**src/rtl/cdb_arbiter_pkg.sv**
```systemverilog
// Shared types for the common data bus arbiter: functional-unit indices,
// default sizes and the round-robin pointer helper.
package cdb_arbiter_pkg;

    // Functional-unit indices as seen on the CDB request vector.
    localparam int FU_ALU    = 0;
    localparam int FU_BR_ALU = 1;
    localparam int FU_MUL    = 2;
    localparam int FU_DIV    = 3;
    localparam int FU_MEM    = 4;

    // Default number of requesters (one per functional unit above).
    localparam int NUM_FU_DEFAULT = 5;

    // Result width carried on the bus.
    localparam int CDB_DATA_W = 32;

    // ROB tag width; must match the reorder buffer's index width.
    localparam int ROB_TAG_W = 3;

    // Width of the producer id broadcast with each result.
    localparam int FU_ID_W = 3;

    // Pointer value that follows a grant to index idx in a ring of n.
    function automatic int rr_next(input int idx, input int n);
        if (idx + 1 >= n) begin
            return 0;
        end
        return idx + 1;
    endfunction

endpackage

```
**src/rtl/cdb_arbiter_rr.sv**
```systemverilog
// Round-robin priority picker: scans the request vector starting at the
// pointer, ascending with wrap, and returns a one-hot grant for the first
// requester found together with its index.
module rr_arbiter #(
    parameter int N     = 5,
    parameter int PTR_W = 3
) (
    input  logic [N-1:0]     req_in,
    input  logic [PTR_W-1:0] ptr_in,
    output logic [N-1:0]     grant_out,
    output logic [PTR_W-1:0] grant_idx_out,
    output logic             grant_any_out
);

    int cand;

    // First requester at or after ptr_in (modulo N) wins.
    always_comb begin
        grant_out     = '0;
        grant_idx_out = '0;
        grant_any_out = 1'b0;
        cand          = 0;
        for (int i = 0; i < N; i++) begin
            cand = int'(ptr_in) + i;
            if (cand >= N) begin
                cand = cand - N;
            end
            if (!grant_any_out && req_in[PTR_W'(cand)]) begin
                grant_any_out             = 1'b1;
                grant_out[PTR_W'(cand)]   = 1'b1;
                grant_idx_out             = PTR_W'(cand);
            end
        end
    end

endmodule

```
**src/rtl/cdb_arbiter.sv**
```systemverilog
// Common data bus arbiter. Functional units present results; one of them is
// granted per cycle (round-robin) and its result is captured into a single
// broadcast register that drives the CDB until the consumer accepts it.
//
// Handshake: a broadcast is transferred when cdb_valid_out=1 and
// cdb_ready_in=1 in the same cycle. The broadcast register may be reloaded in
// that very cycle, so back-to-back broadcasts run at one per cycle. While a
// broadcast is waiting (valid=1, ready=0) its fields stay stable and no FU is
// granted. An FU is told its result was taken through fu_read_out, which is
// combinational and at most one-hot. flush_in squashes both the grant of the
// current cycle and the broadcast register content.
module cdb_arbiter
    import cdb_arbiter_pkg::*;
#(
    parameter int NUM_FU    = NUM_FU_DEFAULT,
    parameter int DATA_W    = CDB_DATA_W,
    parameter int ROB_IDX_W = ROB_TAG_W
) (
    input  logic                        clk_in,
    input  logic                        rst_in,
    input  logic [NUM_FU-1:0]           fu_valid_in,
    input  logic [NUM_FU*DATA_W-1:0]    fu_data_in,
    input  logic [NUM_FU*ROB_IDX_W-1:0] fu_rob_idx_in,
    output logic [NUM_FU-1:0]           fu_read_out,
    input  logic                        cdb_ready_in,
    input  logic                        flush_in,
    output logic                        cdb_valid_out,
    output logic [DATA_W-1:0]           cdb_data_out,
    output logic [ROB_IDX_W-1:0]        cdb_rob_idx_out,
    output logic [2:0]                  cdb_fu_id_out
);

    localparam int PTR_W = (NUM_FU > 1) ? $clog2(NUM_FU) : 1;

    // Round-robin pointer: index where the next search starts.
    logic [PTR_W-1:0]     rr_ptr_q, rr_ptr_d;

    // Broadcast register.
    logic                 cdb_valid_q, cdb_valid_d;
    logic [DATA_W-1:0]    cdb_data_q, cdb_data_d;
    logic [ROB_IDX_W-1:0] cdb_rob_idx_q, cdb_rob_idx_d;
    logic [FU_ID_W-1:0]   cdb_fu_id_q, cdb_fu_id_d;

    // Picker results before qualification by the output stage.
    logic [NUM_FU-1:0]    arb_grant;
    logic [PTR_W-1:0]     arb_idx;
    logic                 arb_any;

    logic                 can_load;
    logic                 grant_fire;

    rr_arbiter #(
        .N     (NUM_FU),
        .PTR_W (PTR_W)
    ) u_rr_arbiter (
        .req_in        (fu_valid_in),
        .ptr_in        (rr_ptr_q),
        .grant_out     (arb_grant),
        .grant_idx_out (arb_idx),
        .grant_any_out (arb_any)
    );

    // The register can take a new result when it is empty or being drained
    // this cycle; reset and flush suppress any grant.
    always_comb begin
        can_load    = rst_in && !flush_in && (!cdb_valid_q || cdb_ready_in);
        grant_fire  = can_load && arb_any;
        fu_read_out = grant_fire ? arb_grant : '0;
    end

    // Next-state for the broadcast register and the round-robin pointer.
    always_comb begin
        cdb_valid_d   = cdb_valid_q;
        cdb_data_d    = cdb_data_q;
        cdb_rob_idx_d = cdb_rob_idx_q;
        cdb_fu_id_d   = cdb_fu_id_q;
        rr_ptr_d      = rr_ptr_q;

        if (flush_in) begin
            // Squash the in-flight broadcast; pointer stays where it is.
            cdb_valid_d = 1'b0;
            cdb_fu_id_d = '0;
        end else if (grant_fire) begin
            cdb_valid_d   = 1'b1;
            cdb_data_d    = fu_data_in[int'(arb_idx)*DATA_W +: DATA_W];
            cdb_rob_idx_d = fu_rob_idx_in[int'(arb_idx)*ROB_IDX_W +: ROB_IDX_W];
            cdb_fu_id_d   = FU_ID_W'(arb_idx);
            rr_ptr_d      = PTR_W'(rr_next(int'(arb_idx), NUM_FU));
        end else if (cdb_valid_q && cdb_ready_in) begin
            // Consumed with nothing to replace it: bus goes idle.
            cdb_valid_d = 1'b0;
            cdb_fu_id_d = '0;
        end
    end

    // State registers with asynchronous active-low clear.
    always_ff @(posedge clk_in or negedge rst_in) begin
        if (!rst_in) begin
            rr_ptr_q      <= '0;
            cdb_valid_q   <= 1'b0;
            cdb_data_q    <= '0;
            cdb_rob_idx_q <= '0;
            cdb_fu_id_q   <= '0;
        end else begin
            rr_ptr_q      <= rr_ptr_d;
            cdb_valid_q   <= cdb_valid_d;
            cdb_data_q    <= cdb_data_d;
            cdb_rob_idx_q <= cdb_rob_idx_d;
            cdb_fu_id_q   <= cdb_fu_id_d;
        end
    end

    assign cdb_valid_out   = cdb_valid_q;
    assign cdb_data_out    = cdb_data_q;
    assign cdb_rob_idx_out = cdb_rob_idx_q;
    assign cdb_fu_id_out   = cdb_fu_id_q;

endmodule

```
**config.mk**
```make
export PLATFORM = sky130hd
export DESIGN_NAME = cdb_arbiter
export DESIGN_NICKNAME = d
export VERILOG_FILES = /design/src/rtl/cdb_arbiter_pkg.sv /design/src/rtl/cdb_arbiter_rr.sv /design/src/rtl/cdb_arbiter.sv
export SDC_FILE = /design/constraint.sdc
export NUM_CORES = 1
export LEC_CHECK = 0
export CAP_MARGIN = 20
export CORE_MARGIN = 2
export CORE_UTILIZATION = 44
export DETAILED_ROUTE_END_ITERATION = 10
export PLACE_DENSITY = 0.88
export RECOVER_POWER = 50
export SETUP_SLACK_MARGIN = 0.02
export SYNTH_ARGS = -nofsm -noshare
export SYNTH_HDL_FRONTEND = slang
export SYNTH_HIERARCHICAL = 1
export SYNTH_SLANG_ARGS = --single-unit
```
**constraint.sdc**
```tcl
create_clock -name clk_in -period 8.2 [get_ports clk_in]
set_clock_uncertainty 0.1 [all_clocks]
set_input_delay 0.82 -clock clk_in [delete_from_list [all_inputs] [get_ports clk_in]]
set_output_delay 0.82 -clock clk_in [all_outputs]
set_load 0.03 [all_outputs]
```
==> metrics.log <==
INFO  metric die-width = 103 um
INFO  metric floorplan.die.height = 103 um
INFO  metric yosys.area_share.simple = 0.124
INFO  metric grt_start_max_net_pins = 47
INFO  metric synth_top_area_frac = 0.243
INFO  metric clk_pin_slew_worst_paths = 80 ps
INFO  metric number_of_optimization_iterations_in_the_first_detailed_route_pass = 5
INFO  metric insertion_delay_to_the_later_sink_of_the_worst_skew_pair = 300 ps
INFO  metric maxCapViolations = 1
INFO  metric crit_share_post_route = 0.735
INFO  metric final_max_slew_viol_count = 47
INFO  metric totalNegativeSetupSlack = 0 ps
INFO  metric synth_xor_area_frac = 0.0185
INFO  metric fin_nets = 832
INFO  metric port_buffers = 226
INFO  metric slew_headroom = -0.615
INFO  metric synth_top_cells_by_area = dfrtp_1 (24%), mux4_2 (18%), a21oi_1 (9.6%)
INFO  metric std_cell_rows = 36
INFO  metric final_cell_mix = clkdlybuf4s50_1 (204), a21oi_1 (83), dfrtp_1 (42), a22oi_1 (37), mux4_2 (35)
INFO  metric compound_gate_portion_of_the_synthesized_area = 0.291
INFO  metric io_pins = 228
INFO  metric syn_inst_count = 436
INFO  metric failing_checks = capacitance limit, slew limit
INFO  metric post_synth_fa_ha_maj_area_fraction = 0.0335
INFO  metric worstRegToRegCells = 15
INFO  metric post_drt_via_cell_ratio = 6.09
INFO  metric cts.htree.levels = 2
INFO  metric rsz_0062_raised_after_global_routing = false
INFO  metric netlist.top_cell.by_area = dfrtp_1
INFO  metric totalWireLength = 17000 um
INFO  metric first_global_vias = 4591
INFO  metric cts_tree = yes
INFO  metric drive_above_1_share = 0.118
INFO  metric critPathLaunchType = flop
INFO  metric r2r_setup_slack = 2490 ps
INFO  metric cts_repair_resize_count = 0
INFO  metric areaGrowthSynthToFinish = 55.0%
INFO  metric synth-seq-area-share = 0.243
INFO  metric detailed_place_hpwl = 13300 um
INFO  metric min_path_type = reg2reg
INFO  metric post_synth.cell_area_avg = 9.92 sq um
INFO  metric worst-path-max-fanout = 41
INFO  metric setup.worst_path.class = reg2out
INFO  metric track_usage = 0.314
INFO  metric number_of_antenna_violating_nets_in_the_routed_design = 0
INFO  metric total_via_count_after_detailed_routing = 4692
INFO  metric antenna_found_initial = 0
INFO  metric multiplexer_share_of_the_synthesized_area = 0.213
INFO  metric hold_violations = 0
INFO  metric final_common_cell = clkdlybuf4s50_1
INFO  metric gpl.final_weighted_congestion = 0.879
INFO  metric detail_route.iter0.violations = 222
INFO  metric grt_overflow = 0
INFO  metric ys_seq_elements = 42
INFO  metric async_flop_share = 1.00
INFO  metric critical_path.endpoint_type = output port
INFO  metric synth-warning-count = 6
INFO  metric syn-cell-area = 0.00433 sq mm
INFO  metric worst_hold_path.num_cells = 1
INFO  metric met1_usage = 0.390
INFO  metric detail_route.drc_violations = 0
INFO  metric use_met3 = 0.0705
INFO  metric synthDistinctLibCells = 75
INFO  metric synth_edf_count = 0
INFO  metric mappedNetlistNets = 631
INFO  metric cts.path.max_buffers = 2
INFO  metric synth-main-ff-cell = dfrtp_1
INFO  metric grt_first_pass_wirelength = 25000 um
INFO  metric synth_top_family_by_area = compound AO/OA/AOI/OAI gates
INFO  metric tightestPinTransition = 2420 ps
INFO  metric max_freq = 0.166 GHz
INFO  metric cts_buffers = 5
INFO  metric cts_hold_buffers = 0
INFO  metric core_region_area = 0.00964 sq mm
INFO  metric filler_cell_count = 737
INFO  metric post-cts-setup-buffers = 0
INFO  metric tritoncts_num_sinks = 42
INFO  metric floorplan.die_area = 0.0106 sq mm
INFO  metric run_status = complete, but fails checks
INFO  metric start_util = 0.449
INFO  metric min_period = 6030 ps
INFO  metric cts_root_buf = clkbuf_8
INFO  metric avgRoutedWirePerCell = 22.1 um
INFO  metric grt-busiest-layer = met2
INFO  metric setup_viol = 0
INFO  metric n_antenna_cell = 0
INFO  metric worst-endpoint-required = 7280 ps
INFO  metric global_route_track_usage_on_met2 = 0.520
INFO  metric worst_ep_arrival_time = 5110 ps
worst max-delay path, stage by stage, from the launching register on:
cell,delay (ps)
dfrtp_1,670
inv_1,280
ha_1,700
or2_2,230
a21boi_0,200
o311ai_4,400
nand3_4,210
nor4_4,430
or2b_1,330
and3b_1,210
buf_4,270
and3_1,260
clkdlybuf4s50_1,590
layer usage:
metal	vias to the layer above	share of wire
met5	-	0
met4	0	0.045
met3	46	0.082
met2	250	0.51
met1	2285	0.36
li1	2111	-
synth_stat cells (6+ instances only):
cell type and number:
a22oi_1 37, nor2_1 16, and3_1 7, dfrtp_1 42, mux2i_1 10, buf_6 11
a21oi_1 83, buf_4 6, inv_1 15, clkbuf_1 15, mux4_2 35, ha_1 10
buf_2 8, o21ai_0 9, nand2_1 18
area by class of cell:
| type | count | area (sq um) | area share |
|---|---|---|---|
| multi-input combinational | 337 | 2980 | 0.445 |
| clock inverter | 1 | 30.0 | 0.00448 |
| timing repair buffer | 235 | 2330 | 0.348 |
| inverter | 16 | 60.1 | 0.00896 |
| tap | 133 | 166 | 0.0248 |
| sequential | 42 | 1050 | 0.157 |
| clock buffer | 6 | 82.6 | 0.0123 |
registers in the layout, summed over array words and instances, names as in the netlist:
register         cells
cdb_data_out        32
cdb_fu_id_out        3
cdb_rob_idx_out      3
cdb_valid_out        1
rr_ptr_q             3
metrics by stage:
| step | instance area [sq um] | hold slack (ps) | setup WS (ps) | util | cells |
|---|---|---|---|---|---|
| floorplan | 4330 | 424 | 3670 | - | 436 |
| CTS | 6690 | 416 | 2230 | 0.694 | 769 |
| finish | 6710 | 417 | 2170 | 0.696 | 770 |
| global placement | 6580 | 389 | 2520 | 0.682 | 762 |
| detailed placement | 6580 | 393 | 2480 | 0.682 | 762 |
| global route | 6710 | 433 | 1880 | 0.696 | 770 |
logic make-up (layout without fill, tap and decap cells):
group,after synthesis,count (layout)
other,1,1
multiplexers,48,48
buffers and inverters,57,258
AO/OA/AOI/OAI,184,184
adder cells (fa/ha/maj),11,11
AND/OR/NAND/NOR,86,86
XOR/XNOR,7,7
flip-flops,42,42
worst paths after layout:
check,to,startpoint
setup reg to reg,rr_ptr_q[0],rr_ptr_q[1]
min in group asynchronous,cdb_data_out[27],rst_in
hold / removal,cdb_fu_id_out[1],cdb_fu_id_out[1]
hold reg to reg,cdb_fu_id_out[1],cdb_fu_id_out[1]
max in group asynchronous,cdb_rob_idx_out[2],rst_in
setup / recovery,fu_read_out[0],rr_ptr_q[1]
Power is left out: the tool's default activity adds up to more than one toggle a clock period on the data nets, which glitch-free logic cannot reach.
==> edit 1 (config.mk and constraints unchanged) <==
Set the package constant `CDB_DATA_W` to 24 (it was 32).
--- a/src/rtl/cdb_arbiter_pkg.sv
+++ b/src/rtl/cdb_arbiter_pkg.sv
@@ -13,7 +13,7 @@
     localparam int NUM_FU_DEFAULT = 5;
 
     // Result width carried on the bus.
-    localparam int CDB_DATA_W = 32;
+    localparam int CDB_DATA_W = 24;
 
     // ROB tag width; must match the reorder buffer's index width.
     localparam int ROB_TAG_W = 3;
Interface: changed (resized cdb_data_out and fu_data_in); port bits go from 228 to 180. No check against the original RTL was run, so the function may have changed too.
==> edit 1 against the unedited design <==
The run still ends with max-capacitance violations, max-slew violations left. Cell area shrank 13%. Routed wire length shrank 16%. Sequential share of layout area shrank 1.0 points. Register-to-register slack is essentially flat. Setup slack gained 96 ps. Via count shrank 12%. Area after synthesis shrank 7.5%. Count of clock-buffer cells in the layout shrank 1. Non-clock buffer count shrank 50. Sequential cell count shrank 8. Critical endpoint is now fu_read_out[2].
Power is left out: the tool's default activity adds up to more than one toggle a clock period on the data nets, which glitch-free logic cannot reach.
==> edit 1: results (changes against the unedited design) <==
- Share of cells above drive strength 1: 12.87% (was 11.77%)
- Vias per inst: 6.357 (was 6.094)
- Crit path DAT: 5010 ps (was 5110 ps)
- Top cells by area, synth: dfrtp_1, mux4_1, a21oi_1 (was dfrtp_1, mux4_2, a21oi_1)
- Vias in the first global route: 4335 (was 4591)
- First-pass GRT wire length: 22.07 mm (was 24.98 mm)
- Drt wl/cell: 21.98 um (was 22.14 um)
- Final #Nets: 698 (was 832)
- Synth Area in Adders: 3.628% (was 3.355%)
- Pin count of the biggest net entering global routing: 38 (was 47)
- Outcome: finished with violations (unchanged)
- Worst-path maximum fanout: 35 (was 41)
- XOR/XNOR share of the synthesized area: 2.002% (was 1.851%)
- Max-cap violations: 1 (unchanged)
- Final Wtd Congestion: 0.9809 (was 0.8788)
- Complex-gate fraction of the synthesized area: 29.59% (was 29.06%)
- Mux share of post-synthesis cell area: 20.71% (was 21.31%)
- Commonest cells post-synth: a21oi_1, dfrtp_1, a22oi_1, nand2_1, mux4_1 (was a21oi_1, dfrtp_1, a22oi_1, mux4_2, nand2_1)
- Yosys cell types: 77 (was 75)
- Gr usage total: 28.23% (was 31.39%)
- Failing checks: max-capacitance violations, max-slew violations (unchanged)
- Max Slew Vio Count: 38 (was 47)
- IO Port Bufs: 178 (was 226)
- Gate count of the mapped netlist: 386 (was 436)
- Non-Filler Instances: 652 (was 770)
- Initial DRC Count: 302 (was 222)
- Dpl hpwl: 11.12 mm (was 13.31 mm)
- Dpl cells: 644 (was 762)
## edit 1: cell types whose count changed in the layout (fill, tap and decap cells not counted), sizes merged, moves of 8 or more
cell,before,now
a22oi,38,30
mux4,35,27
a21oi,85,69
dfrtp,42,34
clkdlybuf4s50,204,160
## edit 1: metrics by stage
| step | setup WS (ps) | instance area (sq um) |
|---|---|---|
| floorplan | 3658 | 4000 |
| global placement | 2821 | 5677 |
| detailed placement | 2547 | 5677 |
| CTS | 2372 | 5814 |
| global route | 2068 | 5811 |
| finish | 2267 | 5811 |
## edit 1: worst max-delay path, cell delays in order (launching register included)
cell and delay (ps):
dfrtp_1 670, inv_1 280, ha_1 730, inv_1 220, a211oi_2 500, a32oi_4 300
nor4_4 430, or2b_1 300, and3b_1 190, buf_4 260, and3_1 240, clkdlybuf4s50_1 590
## edit 1: logic make-up after synthesis
| kind of cell | count (synthesis) |
|---|---|
| AOI/OAI and AO/OA | 156 |
| xor gates and xnor gates | 7 |
| adders and majority gates | 11 |
| buffers and inverters | 50 |
| DFF | 34 |
| muxes | 42 |
| other | 1 |
| and+or+nand+nor | 85 |
## edit 1: metal layers
layer / track usage [%] / up-vias / wire [um] / share of wire, %
met5: 0 / - / 0 / 0
met4: 11.70 / 0 / 552 / 3.9
met3: 5.481 / 57 / 877 / 6.1
met2: 50.00 / 221 / 7513 / 52
met1: 33.47 / 2034 / 5387 / 38
li1: - / 1833 / - / -
## edit 1: cell type report
| class | instances | share of cell area, % |
|---|---|---|
| Tap cell | 108 | 2.326 |
| Multi-Input combinational cell | 302 | 48.28 |
| Timing Repair Buffer | 185 | 31.42 |
| Clock inverter | 3 | 1.184 |
| Sequential cell | 34 | 14.64 |
| Inverter | 15 | 0.9690 |
| Clock buffer | 5 | 1.184 |
## edit 1: path summary, 6_finish.rpt
kind | startpoint | slack [ps] | depth (start not counted) | to
worst min-delay path | cdb_fu_id_out[0] | 400 | 1 | cdb_fu_id_out[0]
worst max register to register | rr_ptr_q[2] | 2490 | 13 | cdb_data_out[15]
max in group asynchronous | rst_in | 5800 | 2 | cdb_data_out[19]
worst max-delay path | rr_ptr_q[1] | 2270 | 11 | fu_read_out[2]
worst min register to register | cdb_fu_id_out[0] | 400 | 1 | cdb_fu_id_out[0]
min in group asynchronous | rst_in | 1060 | 2 | cdb_data_out[15]
==> edit 2 (same settings) <==
Made on the original files. Take the reset off `cdb_data_q` and load it in a clocked block of its own.
--- a/src/rtl/cdb_arbiter.sv
+++ b/src/rtl/cdb_arbiter.sv
@@ -98,16 +98,18 @@
         if (!rst_in) begin
             rr_ptr_q      <= '0;
             cdb_valid_q   <= 1'b0;
-            cdb_data_q    <= '0;
             cdb_rob_idx_q <= '0;
             cdb_fu_id_q   <= '0;
         end else begin
             rr_ptr_q      <= rr_ptr_d;
             cdb_valid_q   <= cdb_valid_d;
-            cdb_data_q    <= cdb_data_d;
             cdb_rob_idx_q <= cdb_rob_idx_d;
             cdb_fu_id_q   <= cdb_fu_id_d;
         end
+    end
+
+    always_ff @(posedge clk_in) begin
+        cdb_data_q <= cdb_data_d;
     end
 
     assign cdb_valid_out   = cdb_valid_q;
Formal check against the unedited RTL: differs if rst_in is asserted again (counterexample within 4 cycles, from zero or initial values and one cycle with rst_in low); with rst_in held inactive, the same outputs for 4 cycles.
==> edit 2 against the unedited design <==
Highest routed layer unchanged. Global-route usage fell by 2.2 points. Area after synthesis decreased by 0.75%. Setup slack worse by 420 ps. Routed wire length shrank 4.4%. Cell area down 0.47%. Register-to-register slack got worse by 450 ps. Sequential cell count unchanged. Critical endpoint is now fu_read_out[3].
Power is left out: the tool's default activity adds up to more than one toggle a clock period on the data nets, which glitch-free logic cannot reach.
==> edit 2: results (changes against the unedited design) <==
- Gr usage total: 29.17% (was 31.39%)
- Rel. slew slack: 2.793% (was -61.48%)
- Clock Latency Late Sink: 300 ps (about the same)
- Synth Net Count: 622 (was 631)
- Drt pass-1 iters: 6 (was 5)
- Residual DRC count: 0 (unchanged)
- Sequential fraction of the synthesis area: 28.21% (was 24.29%)
- Top cells by area, synth: edfxtp_1, mux2i_1, mux2_2 (was dfrtp_1, mux4_2, a21oi_1)
- Pin count of the biggest net entering global routing: 42 (was 47)
- Worst-path maximum fanout: 28 (was 41)
- Synth warn: 6 (unchanged)
- Synth Flop Type: edfxtp_1 (was dfrtp_1)
- IO Port Bufs: 226 (unchanged)
- H-Tree Depth: 2 (unchanged)
- CTS resizes: 0 (unchanged)
- Vias in the first global route: 4360 (was 4591)
- Initial DRC Count: 358 (was 222)
- Commonest cells post-synth: mux2i_1, o22ai_1, a22oi_1, mux2_2, edfxtp_1 (was a21oi_1, dfrtp_1, a22oi_1, mux4_2, nand2_1)
- FF-to-FF setup slack: 2040 ps (was 2490 ps)
- Outcome: finished, final reports clean (was finished with violations)
- Dpl hpwl: 12.92 mm (was 13.31 mm)
- WL final: 16.29 mm (was 17.05 mm)
- First-pass GRT wire length: 23.19 mm (was 24.98 mm)
- Crit path DAT: 5530 ps (was 5110 ps)
- Clock transition at the registers of the reported paths: ~70 ps
- Final Wtd Congestion: 0.9657 (was 0.8788)
- Fraction of registers with async set or reset after synthesis: 23.81% (was 100.0%)
- Hold WC Path Type: flop to flop (unchanged)
- CTS Buf Count: 5 (unchanged)
- Share of cells above drive strength 1: 11.73% (was 11.77%)
- Setup Buffers After CTS: 0 (unchanged)
- Initial antenna violation count: 3 (was 0)
- Number of synthesized flops with an enable pin: 32 (was 0)
- Vias per inst: 5.939 (was 6.094)
- Dpl cell area: 0.006581 sq mm (was 0.006578 sq mm)
- Final #Nets: 825 (was 832)
- Yosys cell types: 78 (was 75)
- Clock buffer depth: 2 (unchanged)
- Max reg flops: 32 (unchanged)
## edit 2: cell families after synthesis
family,share of synthesized area [%]
adder cells (fa/ha/maj),3.380
XOR/XNOR,1.865
buffers and inverters,6.614
AO/OA/AOI/OAI,25.73
multiplexers,21.62
flip-flops,28.21
other,0.08733
AND/OR/NAND/NOR,12.50
## edit 2: metrics by stage
step / std cells / setup WS [ps] / hold slack, ps / utilization [%]
after floorplan: 427 / 3788 / 424.4 / -
after global placement: 755 / 2605 / 384.8 / 68.28
after detailed placement: 755 / 2413 / 388.3 / 68.28
after CTS: 763 / 2400 / 414.1 / 69.17
after global routing: 767 / 1447 / 427.2 / 69.25
final: 767 / 1750 / 413.7 / 69.25
## edit 2: final cells by class
cell class                 count  area (sq um)
multi-input combinational    333          2820
antenna                        3         7.507
fill                         771          2964
sequential                    42          1211
clock inverter                 2         13.76
inverter                      17         63.81
timing repair buffer         231          2320
tap                          133         166.4
clock buffer                   6         72.57
## edit 2: final timing paths
path                                      end          startpoint  cells after the start
max                            fu_read_out[3]         rr_ptr_q[0]                     14
min                        cdb_rob_idx_out[0]  cdb_rob_idx_out[0]                      1
max reg2reg                cdb_rob_idx_out[0]         rr_ptr_q[0]                     16
min reg2reg                cdb_rob_idx_out[0]  cdb_rob_idx_out[0]                      1
max in group asynchronous         rr_ptr_q[1]              rst_in                      1
min in group asynchronous    cdb_fu_id_out[1]              rst_in                      1
## edit 2: layer usage
| metal | routed length, um | vias up | GRT usage, % |
|---|---|---|---|
| li1 | - | 2092 | - |
| met1 | 6280 | 2155 | 37.15 |
| met2 | 7998 | 275 | 48.16 |
| met3 | 1541 | 33 | 6.576 |
| met4 | 471 | 0 | 11.74 |
| met5 | 0 | - | 0 |
## edit 2: worst max-delay path, cell delays in order, from the launching register on
cell and delay [ps]:
dfrtp_1 360, buf_4 240, inv_1 260, ha_1 190, inv_1 50, fa_1 440
a21oi_1 590, mux2i_1 300, o32a_1 390, o211a_2 160, nor4_1 570, nand2_2 300
o311ai_1 490, and3_1 230, clkdlybuf4s50_1 670
